## src/rtl/iadc_pkg.sv

```systemverilog
// iadc_pkg -- shared types and constants for the incremental ADC controller.
//   state_e   : conversion FSM state encoding
//   acc_width : integrator width needed so acc2 cannot overflow for a given OSR
package iadc_pkg;

  typedef enum logic [1:0] {
    ST_IDLE,
    ST_RST,
    ST_CONV,
    ST_LATCH
  } state_e;

  // acc2 peaks at OSR*(OSR+1)/2 when the bitstream is all ones.
  function automatic int acc_width(input int osr);
    return $clog2(osr * (osr + 1) / 2 + 1);
  endfunction

endpackage

```

## src/rtl/iadc_spi_tx.sv

```systemverilog
// iadc_spi_tx -- serial readout of the latched conversion result.
// sclk and cs_n come from another clock domain; both pass through 2-flop
// synchronisers and edges are detected on the synchronised copies.
// Ports:
//   clk, rst_n       system clock, async active-low reset
//   sclk, cs_n       asynchronous serial clock / select (active low)
//   data_in          parallel word loaded when select falls
//   serial_data_out  MSB-first serial bit, 0 while deselected
module iadc_spi_tx #(
  parameter int OUT_W = 12
) (
  input  logic             clk,
  input  logic             rst_n,
  input  logic             sclk,
  input  logic             cs_n,
  input  logic [OUT_W-1:0] data_in,
  output logic             serial_data_out
);

  logic [1:0]       sclk_sync, cs_sync;
  logic             sclk_d, cs_d;
  logic [OUT_W-1:0] sreg;
  logic             sclk_fall;

  assign sclk_fall = sclk_d & ~sclk_sync[1];

  always_ff @(posedge clk or negedge rst_n) begin
    if (!rst_n) begin
      sclk_sync <= 2'b00;
      cs_sync   <= 2'b11;
      sclk_d    <= 1'b0;
      cs_d      <= 1'b1;
      sreg      <= '0;
    end else begin
      sclk_sync <= {sclk_sync[0], sclk};
      cs_sync   <= {cs_sync[0], cs_n};
      sclk_d    <= sclk_sync[1];
      cs_d      <= cs_sync[1];
      // A snapshot is taken only on select falling, so a new result latched
      // mid-readout never corrupts the word being shifted out.
      if (cs_sync[1])
        sreg <= '0;
      else if (cs_d)
        sreg <= data_in;
      else if (sclk_fall)
        sreg <= {sreg[OUT_W-2:0], 1'b0};   // zero fill: output 0 after OUT_W bits
    end
  end

  assign serial_data_out = sreg[OUT_W-1] & ~cs_sync[1];

endmodule

```

## src/rtl/iadc_conv_ctrl.sv

```systemverilog
// iadc_conv_ctrl -- incremental ADC conversion controller with a
// second-order cascade-of-integrators decimator.
// Each conversion: one RST cycle (integrator reset), OSR CONV cycles
// accumulating the modulator bitstream, one LATCH cycle publishing the top
// OUT_W bits of acc2.
// Ports:
//   clk, rst_n       system clock, async active-low reset
//   start            single conversion request (sampled in IDLE)
//   cont             continuous back-to-back conversions while high
//   data_in          modulator bitstream
//   sclk, cs_n       serial readout clock / select (asynchronous)
//   data_out         last conversion result
//   new_data         one-cycle pulse when data_out updates
//   serial_data_out  serial result, MSB first
//   int_rst          analog integrator reset
//   busy             high whenever not IDLE
// Build option: define IADC_SPI_EN to include the serial readout; otherwise
// sclk/cs_n are ignored and serial_data_out is 0.
module iadc_conv_ctrl
  import iadc_pkg::*;
#(
  parameter int OSR   = 256,
  parameter int OUT_W = 12
) (
  input  logic             clk,
  input  logic             rst_n,
  input  logic             start,
  input  logic             cont,
  input  logic             data_in,
  input  logic             sclk,
  input  logic             cs_n,
  output logic [OUT_W-1:0] data_out,
  output logic             new_data,
  output logic             serial_data_out,
  output logic             int_rst,
  output logic             busy
);

  localparam int ACC_W = acc_width(OSR);
  localparam int CNT_W = $clog2(OSR);
  localparam logic [CNT_W-1:0] CNT_LAST = CNT_W'(OSR - 1);

  state_e           state;
  logic [ACC_W-1:0] acc1, acc2, din_ext;
  logic [CNT_W-1:0] cnt;

  assign din_ext = {{(ACC_W-1){1'b0}}, data_in};

  // Outputs are registered alongside the state so they track the state that
  // is being entered.
  always_ff @(posedge clk or negedge rst_n) begin
    if (!rst_n) begin
      state    <= ST_IDLE;
      acc1     <= '0;
      acc2     <= '0;
      cnt      <= '0;
      data_out <= '0;
      new_data <= 1'b0;
      int_rst  <= 1'b0;
      busy     <= 1'b0;
    end else begin
      new_data <= 1'b0;
      int_rst  <= 1'b0;
      case (state)
        ST_IDLE: begin
          if (start | cont) begin
            state   <= ST_RST;
            int_rst <= 1'b1;
            busy    <= 1'b1;
          end
        end
        ST_RST: begin
          acc1  <= '0;
          acc2  <= '0;
          cnt   <= '0;
          state <= ST_CONV;
        end
        ST_CONV: begin
          acc1 <= acc1 + din_ext;
          acc2 <= acc2 + acc1 + din_ext;
          cnt  <= cnt + CNT_W'(1);
          if (cnt == CNT_LAST) state <= ST_LATCH;
        end
        ST_LATCH: begin
          data_out <= acc2[ACC_W-1 -: OUT_W];
          new_data <= 1'b1;
          // start/cont are only re-examined here; mid-conversion changes wait.
          if (cont) begin
            state   <= ST_RST;
            int_rst <= 1'b1;
          end else begin
            state <= ST_IDLE;
            busy  <= 1'b0;
          end
        end
        default: begin
          state <= ST_IDLE;
          busy  <= 1'b0;
        end
      endcase
    end
  end

`ifdef IADC_SPI_EN
  iadc_spi_tx #(.OUT_W(OUT_W)) u_spi (
    .clk             (clk),
    .rst_n           (rst_n),
    .sclk            (sclk),
    .cs_n            (cs_n),
    .data_in         (data_out),
    .serial_data_out (serial_data_out)
  );
`else
  logic unused_spi;
  assign unused_spi      = sclk ^ cs_n;
  assign serial_data_out = 1'b0;
`endif

endmodule

```

## config.mk

```make
export PLATFORM = sky130hd
export DESIGN_NAME = iadc_conv_ctrl
export DESIGN_NICKNAME = d
export VERILOG_FILES = /design/src/rtl/iadc_pkg.sv /design/src/rtl/iadc_spi_tx.sv /design/src/rtl/iadc_conv_ctrl.sv
export SDC_FILE = /design/constraint.sdc
export NUM_CORES = 1
export LEC_CHECK = 0
export ABC_AREA = 1
export BUFFER_PORTS_ARGS = -buffer_cell sky130_fd_sc_hd__buf_4
export CAP_MARGIN = 10
export CORE_MARGIN = 2
export CORE_UTILIZATION = 40
export CTS_BUF_LIST = sky130_fd_sc_hd__clkbuf_8
export DETAILED_ROUTE_END_ITERATION = 16
export PLACE_DENSITY_LB_ADDON = 0.08
export REMOVE_ABC_BUFFERS = 1
export SLEW_MARGIN = 0
export SYNTH_ARGS = -nofsm -noshare
export SYNTH_HDL_FRONTEND = slang
export SYNTH_HIERARCHICAL = 1
export SYNTH_SLANG_ARGS = --single-unit
```

## constraint.sdc

```tcl
create_clock -name clk -period 2.02 [get_ports clk]
set_clock_uncertainty 0.2 [all_clocks]
set_input_delay 0.101 -clock clk [delete_from_list [all_inputs] [get_ports clk]]
set_output_delay 0.101 -clock clk [all_outputs]
set_load 0.02 [all_outputs]
```

[Word-level counts from Yosys, hierarchy flattened]
Index checks and enable logic that the tools add are counted.
Storage, ports and cells
  output and inout bits: 16
  word-level logic and storage cells: 39
  input port bits: 7
  flip-flop bits (word level): 57
Cells by class
  muxes and demuxes: 14
  add/sub/neg operators: 4
  equality and inequality tests: 7
  reductions and logical operators: 5
  bitwise operators: 1
Operators by type and width (number)
  case mux 16 bit (2 select lines): 2
  adder 16 x 1 -> 16 bit: 2
  adder 16 bit: 1
  case mux 8 bit (2 select lines): 1
  adder 8 x 1 -> 8 bit (second input constant): 1
  == test 8 bit (second input constant): 1
  case mux 2 bit (4 select lines): 1
  two-way mux 1 bit: 6
  != test 2 bit (second input constant): 3
  == test 2 bit (second input constant): 2
  two-way mux 2 bit: 2
  case mux 1 bit (2 select lines): 2
  nonzero test 2 bit: 2
  AND reduction 3 bit: 1
  == test 2 x 1 -> 1 bit (second input constant): 1
  logical NOT 2 bit: 1
  AND reduction 2 bit: 1
  bitwise OR 1 bit: 1

[Logic depth before layout (Yosys ltp)]
Gate-level depths: netlist of run 1.
  depth in word-level cells: 3
  gate-level depth with buffers: 11
  gate-level depth less buffers: 11

[Least setup slack after synthesis of run 1]
Ideal clock, no wire load.
  kind: reg-to-reg
  start: reg acc1[0]
  end: reg acc2[4]
  slack: 0.039 ns
  buffers on the path: 0
  stages on the path, launching flop included: 10
  data arrival time: 1.654 ns
  cells stage by stage: dfrtp_1 -> fa_1 -> inv_1 -> fa_1 -> inv_1 -> nand3_1 -> nand3_1 -> or2_2 -> nand3_1 -> o21ai_0
On the way
  cells in the longest elaborated chain, start to end: 3
Ends and longest elaborated chain
  start, declared: line iadc_conv_ctrl.sv:44  | logic [ACC_W-1:0] acc1, acc2, din_ext;
  start signal, assigned: line iadc_conv_ctrl.sv:79  | acc1 <= acc1 + din_ext;
  adder 16 bit: line iadc_conv_ctrl.sv:80  | acc2 <= acc2 + acc1 + din_ext;
  adder 16 x 1 -> 16 bit: line iadc_conv_ctrl.sv:80
  case mux 16 bit (2 select lines): line iadc_conv_ctrl.sv:64  | case (state)
  end signal, assigned: line iadc_conv_ctrl.sv:80
  end, declared: line iadc_conv_ctrl.sv:44
No other way between the ends.
A chain may end at the register's enable or synchronous reset.

[Final worst setup path of run 1]
Same ends and word-level chain as after synthesis.

==> results of run 1 <==
## critical path, stage by stage, from the launching register on
cell and delay (ps):
dfrtp_1 400, fa_2 410, inv_2 70, fa_2 190
inv_2 50, nand3_2 80, nand3_4 100, or2_4 260
nand3_2 50, o21ai_1 50
## cells in the mapped netlist
| cell | number | area share |
|---|---|---|
| conb_1 | 1 | 0.0011 |
| a31oi_1 | 1 | 0.0018 |
| clkbuf_1 | 3 | 0.0032 |
| nand4_1 | 3 | 0.0054 |
| inv_2 | 3 | 0.0032 |
| a22o_1 | 3 | 0.0076 |
| nand3b_1 | 2 | 0.0043 |
| nor2_1 | 38 | 0.041 |
| buf_6 | 1 | 0.0032 |
| nor3b_2 | 1 | 0.0036 |
| ha_1 | 21 | 0.076 |
| xor2_1 | 1 | 0.0025 |
| nand3_2 | 2 | 0.0058 |
| nor3_2 | 4 | 0.012 |
| inv_6 | 1 | 0.0025 |
| nor3_4 | 1 | 0.0047 |
| fa_1 | 2 | 0.012 |
| nor3b_1 | 1 | 0.0022 |
| dfrtp_1 | 57 | 0.41 |
| or2_2 | 1 | 0.0018 |
| buf_2 | 1 | 0.0014 |
| nor2_4 | 1 | 0.0032 |
| nand2_1 | 161 | 0.17 |
| o21ai_0 | 30 | 0.043 |
| buf_4 | 3 | 0.0065 |
| inv_1 | 65 | 0.070 |
| o21ai_1 | 1 | 0.0014 |
| clkinv_1 | 1 | 0.0011 |
| nor3_1 | 11 | 0.016 |
| o22ai_1 | 1 | 0.0018 |
| a21oi_1 | 23 | 0.033 |
| nor2_2 | 1 | 0.0018 |
| nand3_1 | 31 | 0.045 |
## final cells by class
class | instances | area, um^2
clock buffer | 11 | 151
clock inverter | 5 | 22.5
fill | 858 | 4360
inverter | 70 | 268
multi-input combinational | 342 | 1880
sequential | 57 | 1430
tap | 108 | 135
timing repair buffer | 43 | 348
## cell families after synthesis
logic type / count (synthesis)
simple gates: 258
fa+ha+maj: 23
compound gates: 59
buf+inv: 78
flops: 57
other cells: 1
xor+xnor: 1
## sequential cells by signal (all words and copies together), names as in the netlist
signal and flops:
new_data 1, int_rst 1, data_out 12, cnt 8
acc2 16, acc1 16, busy 1, state 2
## final timing paths
kind	startpoint	end	slack [ps]	depth (start not counted)
min in group clk	data_out[5]$_DFFE_PN0P_	data_out[5]$_DFFE_PN0P_	270	2
worst max register to register	acc1[0]$_DFFE_PN0P_	acc2[4]$_DFFE_PN0P_	40	9
max in group asynchronous	rst_n	acc2[14]$_DFFE_PN0P_	950	2
worst max-delay path	acc1[0]$_DFFE_PN0P_	acc2[4]$_DFFE_PN0P_	40	9
worst min-delay path	rst_n	data_out[0]$_DFFE_PN0P_	180	2
worst min register to register	data_out[5]$_DFFE_PN0P_	data_out[5]$_DFFE_PN0P_	270	2
## stage by stage
stage,instance area (um^2),TNS (ps),hold slack [ps],worst slack (ps)
3_3_place_gp,3850,-24.8,21.6,-24.8
6_report,4230,0,180,40.3
3_5_place_dp,3850,-75.7,23.0,-67.6
2_1_floorplan,3430,0,-395,18.9
5_1_grt,4230,-129,237,-66.6
4_1_cts,4080,0,4.66,14.6
## repair_timing
action	CTS	global route
hold endpoints to repair	61	1
hold buffers	4	1
buffers inserted	0	1
pin swaps	0	6
gates resized for setup	2	36
setup endpoints to repair	5	23
## routing by layer
metal / vias to the layer above / part of all wire / global-route usage
met4: 0 / 0.020 / 0.0748
met5: - / 0 / 0
met2: 36 / 0.48 / 0.309
met3: 12 / 0.021 / 0.0367
met1: 1395 / 0.48 / 0.250
li1: 1601 / - / -
## power groups by stage
stage | clock, mW | sequential, mW | combinational, mW
after global placement | 0 | 1.32 | 1.52
after detailed placement | 0 | 1.33 | 1.54
after floorplan | 0 | 1.35 | 0.776
final | 0.986 | 1.31 | 1.63
after CTS | 1.01 | 1.31 | 1.56
after global routing | 1.07 | 1.32 | 1.81
==> impl_metrics.toml, run 1 <==
[global_routing]
grt_pass1_vias = 3076
grt-ovfl-total = 0
grt_pass1_wl_mm = 14.5
grt_max_degree = 58
grt_use_total = 0.190
antenna_found_initial = 0

[power_and_ir_drop]
p_sw_mw = 1.56
pwr-share-comb = 0.415
clockPowerShare = 0.251
power.density_nw_per_um2 = 926
swShare = 0.397
p_leak_nw = 2.27
cellInternalPower_mw = 2.36
p_seq_frac = 0.333
p_total_mw = 3.92
ir_worst_vdd_mv = 0.949

[layout]
nets = 553
finalCoreUtilization = 0.493
drive_gt1_frac = 0.182
fin_cells = 636
final_common_cell = "nand2_1"
diodes = 0
synthToLayoutAreaGrowth_pct = 21.7
final_cell_mix = "154 x nand2_1, 65 x inv_1, 57 x dfrtp_1"

[timing]
grt_setup_unrepaired = "yes"
hold_violations = 0
worst_pin_slew_ps = 753
fmax_mhz = 505
maxSlewHeadroom = 0.498
min_period_ps = 1980
period_share = 0.980
maxSlewViolCount = 0
finalSetupViolations = 0

[synthesis]
yosys.area_share.simple = 0.319
synth.avg_cell_area_um2 = 7.29
synth_mux_area_frac = 0
synth-seq-cells = 57
synth_xor_area_frac = 0.00252
synth_compound_area_frac = 0.0888
synth_top_family_by_area = "simple AND/OR/NAND/NOR gates"
ys_types = 33
yosysWarningCount = 6
synth_cells = 477
synth_seq_area_share = 0.410
synth_area_um2 = 3480
synthAdderAreaFrac = 0.0870

[detailed_routing]
vias_per_cell = 4.79
firstDrtPassIters = 4
dr.first_iter.drc_count = 90
drc = 0
routed_wl_mm = 8.34
via_count = 3044
antenna_left = 0
wl_per_cell_um = 13.1

[floorplanning]
rows = 34
initial_core_util = 0.405
ioPinCount = 23
die_h_um = 97.3
core_um2 = 8590
die-area_um2 = 9460
die_w_um = 97.3

[critical_path]
start_kind = "flop"
crit_path_end_kind = "flop"
critical_path_class = "flop to flop"
arrival_ps = 2010
crit_fanout = 4
required_ps = 2050

[clock_network]
clk_pin_slew_ps = 70
clock_path_buffers = 2
clockRootBuffer = "clkbuf_8"
cts_tree = "yes"
clk_latency_ps = 340
htree_levels = 3
cts_buffers = 9
clkSinkCount = 57

[placed_design]
dp_hpwl_mm = 5.95
gp_congestion = 0.876
place_inst = 614
port_buffers = 19

[min_path]
hold_path.class = "input port to asynchronous set/reset pin"

[status]
status = "finished, final reports clean"

[run]
drv_cap = 0
Power figures use the tool's default switching activity.
==> run 2, diff against run 1 <==
- BUFFER_PORTS_ARGS: -buffer_cell sky130_fd_sc_hd__buf_4 -> not set
- DONT_BUFFER_PORTS: not set -> 1
- clock period: 2.02 -> 2.38 ns (I/O delays scaled with it)
==> impl_metrics.toml, run 2 (synthesis results as in run 1) <==
[run]
drv_cap = 0

[critical_path]
rrSetupSlack_ps = 130
cp_cell_sequence = "inv_1 > ha_4 > inv_6 > nand2_1 > o21ai_0 > dlygate4sd3_1 > o21ai_0"
crit_fanout = 10
worst_path_largest_cell_delay_ps = 600
cp_slowest_cell = "dlygate4sd3_1"
critical_path_class = "flop to flop"
required_ps = 2380
crit_path_end_kind = "flop"
cpMostUsedCell = "o21ai_0"
crit_buf_inv = 3
critical_path.top_delay_family = "buffers and inverters"
start_kind = "flop"
arrival_ps = 2250

[clock_network]
clkSinkCount = 57
cts_buffers = 9
clock_path_buffers = 2
clk_latency_ps = 340
clockRootBuffer = "clkbuf_8"
post_cts_buffers = 0
clk_pin_slew_ps = 70
htree_levels = 3
cts_tree = "yes"

[timing]
maxSlewViolCount = 0
period_share = 0.945
setup_tns_ps = 0
finalSetupViolations = 0
grt_setup_unrepaired = "no"
fmax_mhz = 445
setup_ws_ps = 131
hold_violations = 0
whs_ps = 82.9
min_period_ps = 2250

[detailed_routing]
vias_per_cell = 4.87
routed_wl_mm = 7.82
antenna_left = 0
wl_per_cell_um = 12.9
drc = 0
via_count = 2956
dr.first_iter.drc_count = 119
firstDrtPassIters = 4

[layout]
nets = 524
synthToLayoutAreaGrowth_pct = 12.8
final_common_cell = "nand2_1"
drive_gt1_frac = 0.0842
diodes = 0
reg.largest.list = "acc1 x16, acc2 x16, data_out x12"
finalCoreUtilization = 0.457
final_cell_mix = "161 x nand2_1, 65 x inv_1, 57 x dfrtp_1"
postLayoutCellArea_um2 = 3920
fin_cells = 607

[power_and_ir_drop]
p_total_mw = 3.28
power.density_nw_per_um2 = 836
p_leak_nw = 2.07
ir_worst_vdd_mv = 0.579

[global_routing]
grt-ovfl-total = 0
grt_pass1_vias = 2950
grt_max_degree = 58
antenna_found_initial = 0
grt_use_total = 0.177
grt_pass1_wl_mm = 13.5

[floorplanning]
die_w_um = 97.3
initial_core_util = 0.405
die-area_um2 = 9460
die_h_um = 97.3
ioPinCount = 23
core_um2 = 8590
rows = 34

[min_path]
hold_path.class = "input port to asynchronous set/reset pin"

[placed_design]
postPlaceCellArea_um2 = 3620
place_ws_ps = 211
place_inst = 585
dp_hpwl_mm = 5.70
gp_congestion = 0.851
port_buffers = 0

[status]
status = "finished, final reports clean"
[run 2: cell count changes in the layout (fill, tap and decap cells not counted), sizes merged]
cell,delta
inv,-1
buf,-29
bufinv,+1
clkinvlp,+1
clkinv,-1
[run 2: metal layers]
metal  global-route usage  share of wire
met1                0.218           0.47
met2                0.307           0.49
met3               0.0388          0.029
met4               0.0630          0.014
met5                    0              0
[run 2: area by class of cell]
cell class	instances	area, um^2
multi-input cells	342	1750
inverters	70	268
fillers	866	4670
flip-flops and latches	57	1430
clock inverters	5	55.1
clock buffers	11	151
repair buffers	14	138
well taps	108	135
[run 2: what timing repair did]
item,CTS,global route
hold buffers,6,0
endpoints found under the hold margin,63,0
resized for setup,0,4
setup endpoints to repair,0,2
[run 2: report_power, final]
group	internal (mW)	total, mW	switching [mW]
sequential	1.05	1.15	0.0920
combinational	0.428	1.18	0.753
clock	0.537	0.951	0.415
[run 2: path summary, 6_finish.rpt]
path	startpoint	to	depth (start not counted)
setup / recovery	state[1]$_DFFE_PN0P_	busy$_DFFE_PN0P_	7
hold / removal	rst_n	data_out[0]$_DFFE_PN0P_	2
setup reg to reg	state[1]$_DFFE_PN0P_	busy$_DFFE_PN0P_	7
hold reg to reg	acc2[3]$_DFFE_PN0P_	acc2[3]$_DFFE_PN0P_	2
max in group asynchronous	rst_n	acc1[2]$_DFFE_PN0P_	2
min in group clk	acc2[3]$_DFFE_PN0P_	acc2[3]$_DFFE_PN0P_	2
==> run 3, diff against run 2 <==
- CORE_UTILIZATION: 40 -> 55
==> impl_metrics.toml, run 3 (synthesis results as in run 1) <==
[global_routing]
grt_use_total = 0.226
grt_pass1_vias = 2808
grt_use_met1 = 0.307
grt-ovfl-total = 0
busiest_layer = "met2"
met3_usage = 0.0475
grt_pass1_wl_mm = 12.7
antenna_found_initial = 0
grt_max_degree = 58
grt_use_met2 = 0.366

[floorplanning]
core_um2 = 6030
rows = 28
ioPinCount = 23
die-area_um2 = 6980
initial_core_util = 0.577
die_h_um = 83.5
die_w_um = 83.5

[timing]
fmax_mhz = 455
maxSlewViolCount = 0
setup_tns_ps = 0
grt_setup_unrepaired = "no"
period_share = 0.924
finalSetupViolations = 0
hold_violations = 0
min_period_ps = 2200

[clock_network]
clkSinkCount = 57
clockRootBuffer = "clkbuf_8"
clk_pin_slew_ps = 70
clk_latency_ps = 340
cts_buffers = 9
htree_levels = 3
clock_path_buffers = 2
cts_tree = "yes"

[critical_path]
cpMostUsedCell = "o21ai_0"
crit_fanout = 11
crit_path_end_kind = "flop"
rrSetupSlack_ps = 180
start_kind = "flop"
cp_slowest_cell = "dlygate4sd3_1"
worst_path_largest_cell_delay_ps = 550
r2r_end = "busy$_DFFE_PN0P_"
critical_path_class = "flop to flop"
required_ps = 2380
timing.rr.start = "state[0]$_DFFE_PN0P_"
arrival_ps = 2200
cp_cell_sequence = "inv_1 > ha_2 > inv_6 > nand2_1 > o21ai_0 > dlygate4sd3_1 > o21ai_0"
ff2ff_path_depth = 7

[layout]
multi_input_area_um2 = 1740
drive_gt1_frac = 0.0746
diodes = 0
reg.largest.list = "acc1 x16, acc2 x16, data_out x12"
synthToLayoutAreaGrowth_pct = 10.5
final_common_cell = "nand2_1"
nets = 522
fin_cells = 571
n_fill_cell = 590
final-seq-area_um2 = 1430
final_cell_mix = "161 x nand2_1, 66 x inv_1, 57 x dfrtp_1"

[detailed_routing]
drc = 0
wl_per_cell_um = 12.5
vias_per_cell = 5.16
routed_wl_mm = 7.13
antenna_left = 0
via_count = 2949
firstDrtPassIters = 4
dr.first_iter.drc_count = 122

[min_path]
hold_path.class = "input port to asynchronous set/reset pin"

[placed_design]
port_buffers = 0
gp_congestion = 0.849
dp_hpwl_mm = 5.27
place_inst = 550

[power_and_ir_drop]
p_total_mw = 3.13
power.density_nw_per_um2 = 813
p_leak_nw = 2.06
ir_worst_vdd_mv = 0.753

[run]
drv_cap = 0

[status]
status = "finished, final reports clean"
[run 3: how the worst max path moves through the flow]
stage / start / to / slack, ps
after floorplan: acc1[0]$_DFFE_PN0P_ / acc2[4]$_DFFE_PN0P_ / 380
after global placement: acc1[0]$_DFFE_PN0P_ / acc2[4]$_DFFE_PN0P_ / 270
after detailed placement: state[1]$_DFFE_PN0P_ / acc1[5]$_DFFE_PN0P_ / 240
after CTS: state[1]$_DFFE_PN0P_ / busy$_DFFE_PN0P_ / 60
after global routing: state[1]$_DFFE_PN0P_ / busy$_DFFE_PN0P_ / 50
final: state[0]$_DFFE_PN0P_ / busy$_DFFE_PN0P_ / 180
[run 3: critical path: cells and delay by family (launching register included)]
| family | cells | cell delay, ps |
|---|---|---|
| buffers and inverters | 3 | 830 |
| flip-flops | 1 | 390 |
| adder cells (fa/ha/maj) | 1 | 370 |
| AO/OA/AOI/OAI | 2 | 190 |
| AND/OR/NAND/NOR | 1 | 80 |
[run 3: metrics by stage]
stage	utilization	hold WS [ps]	worst slack (ps)	cell area, um^2
floorplan	-	-377	379	3430
global placement	0.592	-375	269	3570
detailed placement	0.592	-375	236	3570
CTS	0.637	90.2	56.9	3840
global route	0.638	135	52.6	3840
finish	0.638	79.7	182	3840
[run 3: area by class of cell]
type / count / share of cell area
tap: 75 / 0.0244
timing repair buffer: 12 / 0.0319
sequential: 57 / 0.371
inverter: 70 / 0.0697
clock inverter: 4 / 0.0114
clock buffer: 11 / 0.0394
multi-input combinational: 342 / 0.452
[run 3: routing by layer]
layer	wire length, um	vias up
li1	-	1547
met2	3380	57
met4	97	0
met1	3370	1336
met5	0	-
met3	280	9
[run 3: timing repair]
action,CTS,global route
hold endpoints to repair,63,0
buffers inserted,0,0
resized for setup,0,1
hold buffers,6,0
setup endpoints to repair,0,1
[run 3: where the power goes]
group,internal [mW],switching (mW)
Combinational,0.356,0.715
Clock,0.527,0.384
Sequential,1.06,0.0885
Total,1.94,1.19
